--- src/rtl/multi_cycle_control.sv ---
// Multi-cycle LEGv8 control FSM: sequences FETCH/DECODE/EXECUTE/MEMORY/WRITEBACK for R-type, LDUR, STUR and CBZ.
// Latency: R-type 4 cycles, LDUR 4+MEM_WAIT, STUR 3+MEM_WAIT, CBZ 3; instr_done marks the final cycle.
// Backpressure: none; memory wait is a fixed MEM_WAIT-cycle hold, and pc_reset aborts any instruction at once.
//
// Ports:
//   clk, pc_reset        - clock and synchronous active-high reset
//   opcode[10:0]         - instruction[31:21]; sampled only in DECODE
//   zero_alu             - ALU zero flag; used only in a CBZ EXECUTE cycle
//   ir_write .. reg_write, alu_op[1:0] - datapath strobes and mux selects
//   instr_done           - one-cycle pulse in an instruction's final cycle
//   illegal, state[2:0]  - HALT indication and current FSM encoding
//
// Build option: define CPU_ILLEGAL_TRAP_EN to make an illegal opcode park
// the FSM in HALT until reset; otherwise an illegal opcode executes as a NOP.

module multi_cycle_control #(
    parameter int unsigned MEM_WAIT = 1     // data-memory cycles, 1..15
) (
    input  logic        clk,
    input  logic        pc_reset,
    input  logic [10:0] opcode,
    input  logic        zero_alu,
    output logic        ir_write,
    output logic        pc_write,
    output logic        pc_src,
    output logic        reg_to_loc,
    output logic        mem_read,
    output logic        mem_write,
    output logic        mem_to_reg,
    output logic        alu_src,
    output logic        reg_write,
    output logic [1:0]  alu_op,
    output logic        instr_done,
    output logic        illegal,
    output logic [2:0]  state
);

    typedef enum logic [2:0] {
        S_FETCH     = 3'd0,
        S_DECODE    = 3'd1,
        S_EXECUTE   = 3'd2,
        S_MEMORY    = 3'd3,
        S_WRITEBACK = 3'd4,
        S_HALT      = 3'd5
    } state_t;

    typedef enum logic [2:0] {
        C_NONE    = 3'd0,
        C_RTYPE   = 3'd1,
        C_LDUR    = 3'd2,
        C_STUR    = 3'd3,
        C_CBZ     = 3'd4,
        C_ILLEGAL = 3'd5
    } iclass_t;

    localparam logic [3:0] LAST_CNT = 4'(MEM_WAIT - 1);

    state_t     state_q, state_d;
    iclass_t    class_q, class_d;
    logic [3:0] cnt_q, cnt_d;
    logic       mem_last;

    function automatic iclass_t decode_op(input logic [10:0] op);
        iclass_t c;
        casez (op)
            11'b10001011000,
            11'b11001011000,
            11'b10001010000,
            11'b10101010000: c = C_RTYPE;
            11'b11111000010: c = C_LDUR;
            11'b11111000000: c = C_STUR;
            11'b10110100???: c = C_CBZ;
            default:         c = C_ILLEGAL;
        endcase
        return c;
    endfunction

    assign mem_last = (cnt_q == LAST_CNT);
    assign state    = state_q;

    // State register, instruction class and memory wait counter
    always_ff @(posedge clk) begin
        if (pc_reset) begin
            state_q <= S_FETCH;
            class_q <= C_NONE;
            cnt_q   <= 4'd0;
        end else begin
            state_q <= state_d;
            class_q <= class_d;
            cnt_q   <= cnt_d;
        end
    end

    // Next-state logic; the class is latched once in DECODE so later opcode
    // changes (the IR may be reloaded) cannot disturb the instruction.
    always_comb begin
        state_d = state_q;
        class_d = class_q;
        cnt_d   = cnt_q;
        case (state_q)
            S_FETCH:  state_d = S_DECODE;
            S_DECODE: begin
                class_d = decode_op(opcode);
                state_d = S_EXECUTE;
            end
            S_EXECUTE: begin
                case (class_q)
                    C_RTYPE: state_d = S_WRITEBACK;
                    C_LDUR,
                    C_STUR: begin
                        state_d = S_MEMORY;
                        cnt_d   = 4'd0;
                    end
                    C_CBZ:   state_d = S_FETCH;
                    default: begin
`ifdef CPU_ILLEGAL_TRAP_EN
                        state_d = S_HALT;
`else
                        state_d = S_FETCH;
`endif
                    end
                endcase
            end
            S_MEMORY: begin
                if (mem_last) begin
                    state_d = (class_q == C_LDUR) ? S_WRITEBACK : S_FETCH;
                end else begin
                    cnt_d = cnt_q + 4'd1;
                end
            end
            S_WRITEBACK: state_d = S_FETCH;
            S_HALT:      state_d = S_HALT;
            default:     state_d = S_FETCH;   // unused codes 6/7 recover
        endcase
    end

    // Output decode. Outputs are forced low while pc_reset is high so an
    // aborted instruction cannot issue a write in the reset cycle.
    always_comb begin
        ir_write   = 1'b0;
        pc_write   = 1'b0;
        pc_src     = 1'b0;
        reg_to_loc = 1'b0;
        mem_read   = 1'b0;
        mem_write  = 1'b0;
        mem_to_reg = 1'b0;
        alu_src    = 1'b0;
        reg_write  = 1'b0;
        alu_op     = 2'b00;
        instr_done = 1'b0;
        illegal    = 1'b0;
        if (!pc_reset) begin
            case (state_q)
                S_FETCH: ir_write = 1'b1;
                S_EXECUTE: begin
                    case (class_q)
                        C_RTYPE: alu_op = 2'b10;
                        C_LDUR:  alu_src = 1'b1;
                        C_STUR: begin
                            alu_src    = 1'b1;
                            reg_to_loc = 1'b1;
                        end
                        C_CBZ: begin
                            alu_op     = 2'b01;
                            reg_to_loc = 1'b1;
                            pc_src     = zero_alu;
                            pc_write   = 1'b1;
                            instr_done = 1'b1;
                        end
                        default: begin
`ifdef CPU_ILLEGAL_TRAP_EN
                            pc_write   = 1'b0;
`else
                            pc_write   = 1'b1;
                            instr_done = 1'b1;
`endif
                        end
                    endcase
                end
                S_MEMORY: begin
                    mem_read  = (class_q == C_LDUR);
                    mem_write = (class_q == C_STUR);
                    // STUR retires in its last memory cycle
                    if (class_q == C_STUR && mem_last) begin
                        pc_write   = 1'b1;
                        instr_done = 1'b1;
                    end
                end
                S_WRITEBACK: begin
                    reg_write  = 1'b1;
                    mem_to_reg = (class_q == C_LDUR);
                    pc_write   = 1'b1;
                    instr_done = 1'b1;
                end
                S_HALT:  illegal = 1'b1;
                default: illegal = 1'b0;
            endcase
        end
    end

endmodule
--- config.mk ---
export PLATFORM = sky130hd
export DESIGN_NAME = multi_cycle_control
export DESIGN_NICKNAME = d
export VERILOG_FILES = /design/src/rtl/multi_cycle_control.sv
export SDC_FILE = /design/constraint.sdc
export NUM_CORES = 1
export LEC_CHECK = 0
export BUFFER_PORTS_ARGS = -buffer_cell sky130_fd_sc_hd__buf_2
export CAP_MARGIN = 5
export CORE_MARGIN = 2
export CORE_UTILIZATION = 40
export CTS_CLUSTER_DIAMETER = 200
export DETAILED_ROUTE_END_ITERATION = 7
export HOLD_SLACK_MARGIN = 0.12
export PLACE_DENSITY = 0.67
export SYNTH_ARGS = -nofsm -noshare
export SYNTH_HDL_FRONTEND = slang
export SYNTH_SLANG_ARGS = --single-unit
--- constraint.sdc ---
create_clock -name clk -period 2.88 [get_ports clk]
set_clock_uncertainty 0.05 [all_clocks]
set_input_delay 0.144 -clock clk [delete_from_list [all_inputs] [get_ports clk]]
set_output_delay 0.144 -clock clk [all_outputs]
set_load 0.05 [all_outputs]
==> flow_results.xml, run 1 <==
<?xml version="1.0" encoding="UTF-8"?>
<metrics>
  <group name="status">
    <metric name="status" unit="">complete, no violations</metric>
  </group>
  <group name="cts">
    <metric name="tritoncts" unit="">yes</metric>
    <metric name="cts_buffers" unit="">3</metric>
    <metric name="postCtsHoldBufs" unit="">0</metric>
    <metric name="postCtsResizedCells" unit="">0</metric>
    <metric name="clock_path_buffers" unit="">2</metric>
    <metric name="clk_pin_slew_worst_paths" unit="ns">0.06</metric>
    <metric name="worst_skew_pair.late_latency" unit="ns">0.26</metric>
    <metric name="htreeDepth" unit="">1</metric>
    <metric name="clock_tree.root_cell" unit="">sky130_fd_sc_hd__clkbuf_4</metric>
    <metric name="clkSinkCount" unit="">10</metric>
    <metric name="cts_setup_buffers" unit="">0</metric>
  </group>
  <group name="detailed_routing">
    <metric name="wirelength" unit="mm">1.97</metric>
    <metric name="final_antenna_violating_net_count" unit="">0</metric>
    <metric name="vias" unit="">848</metric>
    <metric name="post_drt_wl_per_cell" unit="um">12.7</metric>
    <metric name="viasPerCell" unit="">5.47</metric>
    <metric name="drt_iter0_drc" unit="">18</metric>
    <metric name="drt_pre_antenna_iters" unit="">4</metric>
    <metric name="route.detailed.drc" unit="">0</metric>
  </group>
  <group name="timing">
    <metric name="setup_violations" unit="">0</metric>
    <metric name="final_period_minus_worst_setup_slack" unit="ns">2.31</metric>
    <metric name="relSlewSlack" unit="%">49.0</metric>
    <metric name="grt_setup_unrepaired" unit="">false</metric>
    <metric name="finalHoldViolations" unit="">0</metric>
    <metric name="slew_violations" unit="">0</metric>
    <metric name="fin_ws" unit="ns">0.570</metric>
    <metric name="final_min_period_over_clock_period" unit="%">80.2</metric>
    <metric name="slew_at_the_pin_with_the_worst_max_slew_slack" unit="ns">0.764</metric>
    <metric name="max_freq" unit="MHz">433</metric>
    <metric name="fin_setup_tns" unit="ns">0</metric>
  </group>
  <group name="setup_path">
    <metric name="start_kind" unit="">register</metric>
    <metric name="timing.setup.critical_path_class" unit="">reg -&gt; out</metric>
    <metric name="rr_worst_depth" unit="">3</metric>
    <metric name="worstPathMaxFanout" unit="">23</metric>
    <metric name="cp-end-kind" unit="">primary output</metric>
    <metric name="cp.required" unit="ns">2.69</metric>
    <metric name="worst-endpoint-arrival" unit="ns">2.12</metric>
  </group>
  <group name="global_routing">
    <metric name="largest_net_degree_at_the_start_of_global_routing" unit="">24</metric>
    <metric name="grt.met3_usage" unit="%">3.99</metric>
    <metric name="use_met2" unit="%">23.9</metric>
    <metric name="grt_pass1_vias" unit="">741</metric>
    <metric name="grt.busiest_layer" unit="">met1</metric>
    <metric name="antenna_found_initial" unit="">0</metric>
    <metric name="first_pass_grt_wire_length" unit="mm">3.28</metric>
    <metric name="grtUsageTotal" unit="%">17.5</metric>
    <metric name="met1_usage" unit="%">24.8</metric>
    <metric name="gr_overflow_total" unit="">0</metric>
  </group>
  <group name="synth">
    <metric name="post-synth-top-count-cell" unit="">sky130_fd_sc_hd__dfxtp_1</metric>
    <metric name="synth_top_area_share" unit="%">24.5</metric>
    <metric name="edff_count_synth" unit="">0</metric>
    <metric name="top_cell_types_by_occurrence_after_synthesis" unit="">10 x sky130_fd_sc_hd__dfxtp_1, 9 x sky130_fd_sc_hd__nor2_1, 6 x sky130_fd_sc_hd__a31oi_1, 6 x sky130_fd_sc_hd__buf_2</metric>
    <metric name="syn-cell-area" unit="um2">817</metric>
    <metric name="netlist_top_cells_area" unit="">sky130_fd_sc_hd__dfxtp_1 25%, sky130_fd_sc_hd__a31oi_1 4.6%, sky130_fd_sc_hd__nor2_1 4.1%, sky130_fd_sc_hd__nand2b_1 3.8%, sky130_fd_sc_hd__buf_2 3.7%</metric>
    <metric name="synthDistinctLibCells" unit="">40</metric>
    <metric name="synth.yosys.warnings" unit="">0</metric>
    <metric name="yosys_most_used_dff" unit="">sky130_fd_sc_hd__dfxtp_1</metric>
    <metric name="yosys.area.top_type" unit="">sky130_fd_sc_hd__dfxtp_1</metric>
    <metric name="syn_nets" unit="">121</metric>
    <metric name="yosys_register_bits" unit="">10</metric>
    <metric name="async_flop_share" unit="%">0</metric>
    <metric name="postSynthCellCount" unit="">105</metric>
    <metric name="postSynthAreaPerCell" unit="um2">7.78</metric>
    <metric name="synth-seq-area-share" unit="%">24.5</metric>
  </group>
  <group name="place">
    <metric name="routabilityCongestion" unit="">0.804</metric>
    <metric name="dp_hpwl" unit="mm">1.48</metric>
    <metric name="dp_slack" unit="ns">0.894</metric>
    <metric name="place.port_buffers" unit="">29</metric>
  </group>
  <group name="cells_and_area">
    <metric name="seqCellArea" unit="um2">200</metric>
    <metric name="fillerInstances" unit="">197</metric>
    <metric name="drive_gt1_share" unit="%">32.8</metric>
    <metric name="num-nets-final" unit="">146</metric>
    <metric name="area.growth.synth_to_final" unit="%">21.3</metric>
    <metric name="n_antenna_cell" unit="">0</metric>
    <metric name="multiInputGateArea" unit="um2">571</metric>
  </group>
  <group name="power_and_ir_drop">
    <metric name="peakVddDrop" unit="mV">0.254</metric>
    <metric name="power_leakage" unit="nW">0.413</metric>
    <metric name="power.density_cell_area" unit="mW/mm2">419</metric>
  </group>
  <group name="die">
    <metric name="floorplan.die_area" unit="mm2">0.00242</metric>
    <metric name="fp-row-count" unit="">16</metric>
    <metric name="chipWidth" unit="um">49.2</metric>
    <metric name="io-pin-count" unit="">30</metric>
    <metric name="placeableCoreArea" unit="mm2">0.00194</metric>
    <metric name="die-height" unit="um">49.2</metric>
    <metric name="initial_core_utilization" unit="%">42.1</metric>
  </group>
  <group name="worst_hold_path">
    <metric name="hp-class" unit="">in -&gt; reg</metric>
    <metric name="hold_path_depth" unit="">3</metric>
  </group>
  <group name="flow_run">
    <metric name="timing.max_cap.violations" unit="">0</metric>
  </group>
</metrics>
[path summary, 6_finish.rpt]
| check | start | endpoint | slack [ns] |
|---|---|---|---|
| worst max-delay path | state[0] | instr_done | 0.57 |
| worst min-delay path | opcode[9] | class_q[1] | 0.16 |
| worst max register to register | state[0] | class_q[2] | 1.10 |
| worst min register to register | cnt_q[3] | cnt_q[3] | 0.47 |
[routing by layer]
layer	vias to the layer above	routed length [um]
li1	438	-
met1	375	984
met2	29	824
met3	6	118
met4	0	38
met5	-	0
[state kept, by name, indices dropped and copies added (netlist names)]
signal   count
cnt_q        4
state        3
class_q      3
[placed cells by master (no fill, tap or decap), types with 2 or more instances in the layout]
cell                       count
sky130_fd_sc_hd__nor2_1        9
sky130_fd_sc_hd__nor4bb_1      2
sky130_fd_sc_hd__ha_1          2
sky130_fd_sc_hd__or3_1         3
sky130_fd_sc_hd__nand3_1       4
sky130_fd_sc_hd__nand2_1       5
sky130_fd_sc_hd__a31o_1        3
sky130_fd_sc_hd__dfxtp_1      10
sky130_fd_sc_hd__inv_1         4
sky130_fd_sc_hd__o21ai_1       3
sky130_fd_sc_hd__clkbuf_4      3
sky130_fd_sc_hd__o21ai_0       2
sky130_fd_sc_hd__nor4_1        2
sky130_fd_sc_hd__buf_2        29
sky130_fd_sc_hd__nand2b_1      5
sky130_fd_sc_hd__nand4_1       4
sky130_fd_sc_hd__nor3b_2       2
sky130_fd_sc_hd__nor3_1        3
sky130_fd_sc_hd__nor4_4        2
sky130_fd_sc_hd__nor2b_1       2
sky130_fd_sc_hd__a31oi_1       6
sky130_fd_sc_hd__a21oi_1       5
[power by group]
part / leakage, nW / switching [mW] / internal [mW]
sequential: 0.0816 / 0.0303 / 0.151
combinational: 0.317 / 0.0872 / 0.0533
clock: 0.0138 / 0.0457 / 0.0482
total: 0.413 / 0.163 / 0.252
[cells by family after synthesis]
family / count (synthesis) / share of synthesized area [%]
AOI/OAI and AO/OA: 26 / 20.8
xor gates and xnor gates: 1 / 1.07
adders and majority gates: 2 / 3.06
buffers and inverters: 14 / 8.27
DFF: 10 / 24.5
and+or+nand+nor: 52 / 42.3
[critical path, stage by stage (launching register included)]
cell and delay, ns:
sky130_fd_sc_hd__dfxtp_1 0.82, sky130_fd_sc_hd__nand2b_1 0.25, sky130_fd_sc_hd__nor4_4 0.31, sky130_fd_sc_hd__a31o_1 0.21, sky130_fd_sc_hd__buf_2 0.26
[final cells by class]
type / instances / area share [%]
inverters: 5 / 1.89
flip-flops and latches: 10 / 20.2
repair buffers: 29 / 14.6
clock buffers: 3 / 2.27
multi-input cells: 81 / 57.6
well taps: 27 / 3.41
[per-stage QoR]
step | power, mW | std cells | instance area (um2) | hold WS (ns) | util [%]
floorplan | 0.295 | 105 | 838 | 0.248 | -
global placement | 0.322 | 152 | 968 | 0.417 | 49.9
detailed placement | 0.324 | 152 | 968 | 0.418 | 49.9
CTS | 0.419 | 155 | 991 | 0.141 | 51.0
global route | 0.446 | 155 | 991 | 0.157 | 51.0
finish | 0.415 | 155 | 991 | 0.159 | 51.0
Power figures use the tool's default switching activity.
==> run 2, diff against run 1 <==
PLACE_DENSITY = 0.69   (was 0.67)
clock period = 2 ns   (was 2.88 ns; I/O delays follow)
==> run 2 against run 1 <==
Net effect: die area is the same; highest routed layer unchanged; utilization grew 7.3 points; hold slack lost 0.046 ns; global-route usage grew 0.90 points; clock power grew 62%; final cell count grew 5.8%; largest power group is now combinational cells; sequential power grew 36%; register-to-register slack lost 0.97 ns; sequential share of layout area shrank 1.8 points.
==> flow_results.xml, run 2 (synthesis gave the netlist of run 1 again) <==
<?xml version="1.0" encoding="UTF-8"?>
<metrics>
  <group name="status">
    <metric name="status" unit="">complete, no violations</metric>
  </group>
  <group name="global_routing">
    <metric name="largest_net_degree_at_the_start_of_global_routing" unit="">21</metric>
    <metric name="grtUsageTotal" unit="%">18.4</metric>
    <metric name="antenna_found_initial" unit="">0</metric>
    <metric name="gr_overflow_total" unit="">0</metric>
    <metric name="grt_pass1_vias" unit="">816</metric>
    <metric name="first_pass_grt_wire_length" unit="mm">3.46</metric>
  </group>
  <group name="detailed_routing">
    <metric name="drt_pre_antenna_iters" unit="">4</metric>
    <metric name="drt_iter0_drc" unit="">10</metric>
    <metric name="vias" unit="">907</metric>
    <metric name="wirelength" unit="mm">2.08</metric>
    <metric name="viasPerCell" unit="">5.53</metric>
    <metric name="final_antenna_violating_net_count" unit="">0</metric>
    <metric name="route.detailed.drc" unit="">0</metric>
    <metric name="post_drt_wl_per_cell" unit="um">12.7</metric>
  </group>
  <group name="worst_hold_path">
    <metric name="timing.hold.worst.start" unit="">opcode[4]</metric>
    <metric name="hp-class" unit="">in -&gt; reg</metric>
  </group>
  <group name="cts">
    <metric name="cts_buffers" unit="">3</metric>
    <metric name="clock_tree.root_cell" unit="">sky130_fd_sc_hd__clkbuf_4</metric>
    <metric name="clock_path_buffers" unit="">2</metric>
    <metric name="cts_setup_buffers" unit="">0</metric>
    <metric name="clkSinkCount" unit="">10</metric>
    <metric name="htreeDepth" unit="">1</metric>
    <metric name="clk_pin_slew_worst_paths" unit="ns">0.07</metric>
    <metric name="tritoncts" unit="">yes</metric>
    <metric name="worst_skew_pair.late_latency" unit="ns">0.27</metric>
  </group>
  <group name="place">
    <metric name="dp_hpwl" unit="mm">1.57</metric>
    <metric name="dp.cells" unit="">156</metric>
    <metric name="routabilityCongestion" unit="">0.765</metric>
    <metric name="place.port_buffers" unit="">29</metric>
  </group>
  <group name="timing">
    <metric name="grt_setup_unrepaired" unit="">false</metric>
    <metric name="relSlewSlack" unit="%">68.7</metric>
    <metric name="slew_violations" unit="">0</metric>
    <metric name="setup_violations" unit="">0</metric>
    <metric name="slew_at_the_pin_with_the_worst_max_slew_slack" unit="ns">0.464</metric>
    <metric name="max_freq" unit="MHz">513</metric>
    <metric name="final_period_minus_worst_setup_slack" unit="ns">1.95</metric>
    <metric name="finalHoldViolations" unit="">0</metric>
    <metric name="final_min_period_over_clock_period" unit="%">97.4</metric>
  </group>
  <group name="setup_path">
    <metric name="cp-end-kind" unit="">primary output</metric>
    <metric name="worst-endpoint-arrival" unit="ns">1.80</metric>
    <metric name="timing.setup.critical_path_class" unit="">in -&gt; out</metric>
    <metric name="start_kind" unit="">input pin</metric>
    <metric name="crit_start" unit="">pc_reset</metric>
    <metric name="regToRegStartpoint" unit="">state[0]</metric>
    <metric name="cp.required" unit="ns">1.85</metric>
    <metric name="worstPathMaxFanout" unit="">14</metric>
  </group>
  <group name="cells_and_area">
    <metric name="largest_register_ff_count" unit="">4</metric>
    <metric name="max_flop_register" unit="">cnt_q</metric>
    <metric name="num-nets-final" unit="">154</metric>
    <metric name="drive_gt1_share" unit="%">40.1</metric>
    <metric name="fillerInstances" unit="">200</metric>
    <metric name="area.growth.synth_to_final" unit="%">38.7</metric>
    <metric name="mostFrequentLayoutCell" unit="">sky130_fd_sc_hd__buf_2</metric>
    <metric name="n_antenna_cell" unit="">0</metric>
    <metric name="stdcell_count" unit="">164</metric>
    <metric name="post-route-util" unit="%">58.4</metric>
    <metric name="final_cell_mix" unit="">26 x sky130_fd_sc_hd__buf_2, 9 x sky130_fd_sc_hd__nor2_1, 7 x sky130_fd_sc_hd__dfxtp_1</metric>
  </group>
  <group name="flow_run">
    <metric name="timing.max_cap.violations" unit="">0</metric>
  </group>
  <group name="die">
    <metric name="placeableCoreArea" unit="mm2">0.00194</metric>
    <metric name="initial_core_utilization" unit="%">42.1</metric>
    <metric name="io-pin-count" unit="">30</metric>
    <metric name="fp-row-count" unit="">16</metric>
    <metric name="floorplan.die_area" unit="mm2">0.00242</metric>
    <metric name="chipWidth" unit="um">49.2</metric>
    <metric name="die-height" unit="um">49.2</metric>
  </group>
  <group name="power_and_ir_drop">
    <metric name="power_leakage" unit="nW">0.460</metric>
    <metric name="peakVddDrop" unit="mV">0.320</metric>
    <metric name="power.density_cell_area" unit="mW/mm2">577</metric>
  </group>
</metrics>
run 2: cell types whose count changed in the layout (fill, tap and decap cells not counted), moves of 2 or more:
cell                            before  now
sky130_fd_sc_hd__buf_4               0    4
sky130_fd_sc_hd__dlygate4sd3_1       0    4
sky130_fd_sc_hd__buf_2              29   26
sky130_fd_sc_hd__dfxtp_1            10    7
sky130_fd_sc_hd__clkbuf_4            3    5
sky130_fd_sc_hd__dfxtp_4             0    2
sky130_fd_sc_hd__nor4_1              2    0
sky130_fd_sc_hd__nor4_2              1    3
run 2: layer usage:
layer | wire (um) | vias up | global-route usage, %
met5 | 0 | - | 0
met3 | 106 | 3 | 4.29
met2 | 1020 | 26 | 34.5
met4 | 25 | 0 | 7.14
met1 | 928 | 425 | 19.7
li1 | - | 453 | -
run 2: final timing paths:
path                endpoint  slack (ns)  cells after the start
setup / recovery  instr_done        0.05                      6
hold / removal    class_q[0]        0.11                      3
setup reg to reg  class_q[1]        0.13                      5
hold reg to reg     cnt_q[3]        0.47                      2
run 2: final cells by class:
cell class                 count  area, um2  area share [%]
inverter                       5       18.8            1.66
clock inverter                 1       3.75           0.331
timing repair buffer          37        226            20.0
sequential                    10        209            18.4
clock buffer                   3       22.5            1.99
tap                           27       33.8            2.98
multi-input combinational     81        619            54.6
run 2: timing repair:
action                                 CTS  global route
setup endpoints to repair                2             3
pin swaps                                1             0
gates resized for setup                  2             3
hold buffers                             4             0
endpoints found under the hold margin    4             0
run 2: worst max-delay path, stage by stage:
cell	delay (ns)
sky130_fd_sc_hd__dlygate4sd3_1	0.54
sky130_fd_sc_hd__buf_2	0.21
sky130_fd_sc_hd__or3_4	0.44
sky130_fd_sc_hd__o21ai_1	0.18
sky130_fd_sc_hd__a31o_4	0.12
sky130_fd_sc_hd__clkbuf_4	0.22
run 2: stage by stage:
| stage | setup TNS [ns] | hold WS (ns) | cell area [um2] | total power, mW | setup slack, ns |
|---|---|---|---|---|---|
| final | 0 | 0.113 | 1130 | 0.654 | 0.0515 |
| after global routing | 0 | 0.136 | 1130 | 0.698 | 0.000727 |
| after CTS | 0 | 0.121 | 1120 | 0.652 | 0.0228 |
| after detailed placement | 0 | 0.373 | 1050 | 0.495 | 0.173 |
| after global placement | 0 | 0.364 | 1050 | 0.492 | 0.218 |
| after floorplan | -0.275 | 0.204 | 890 | 0.433 | -0.167 |
run 2: where the power goes:
group          internal [mW]  switching [mW]  total, mW
Clock                 0.0723          0.0793      0.152
Combinational          0.101           0.154      0.256
Sequential             0.217          0.0295      0.246
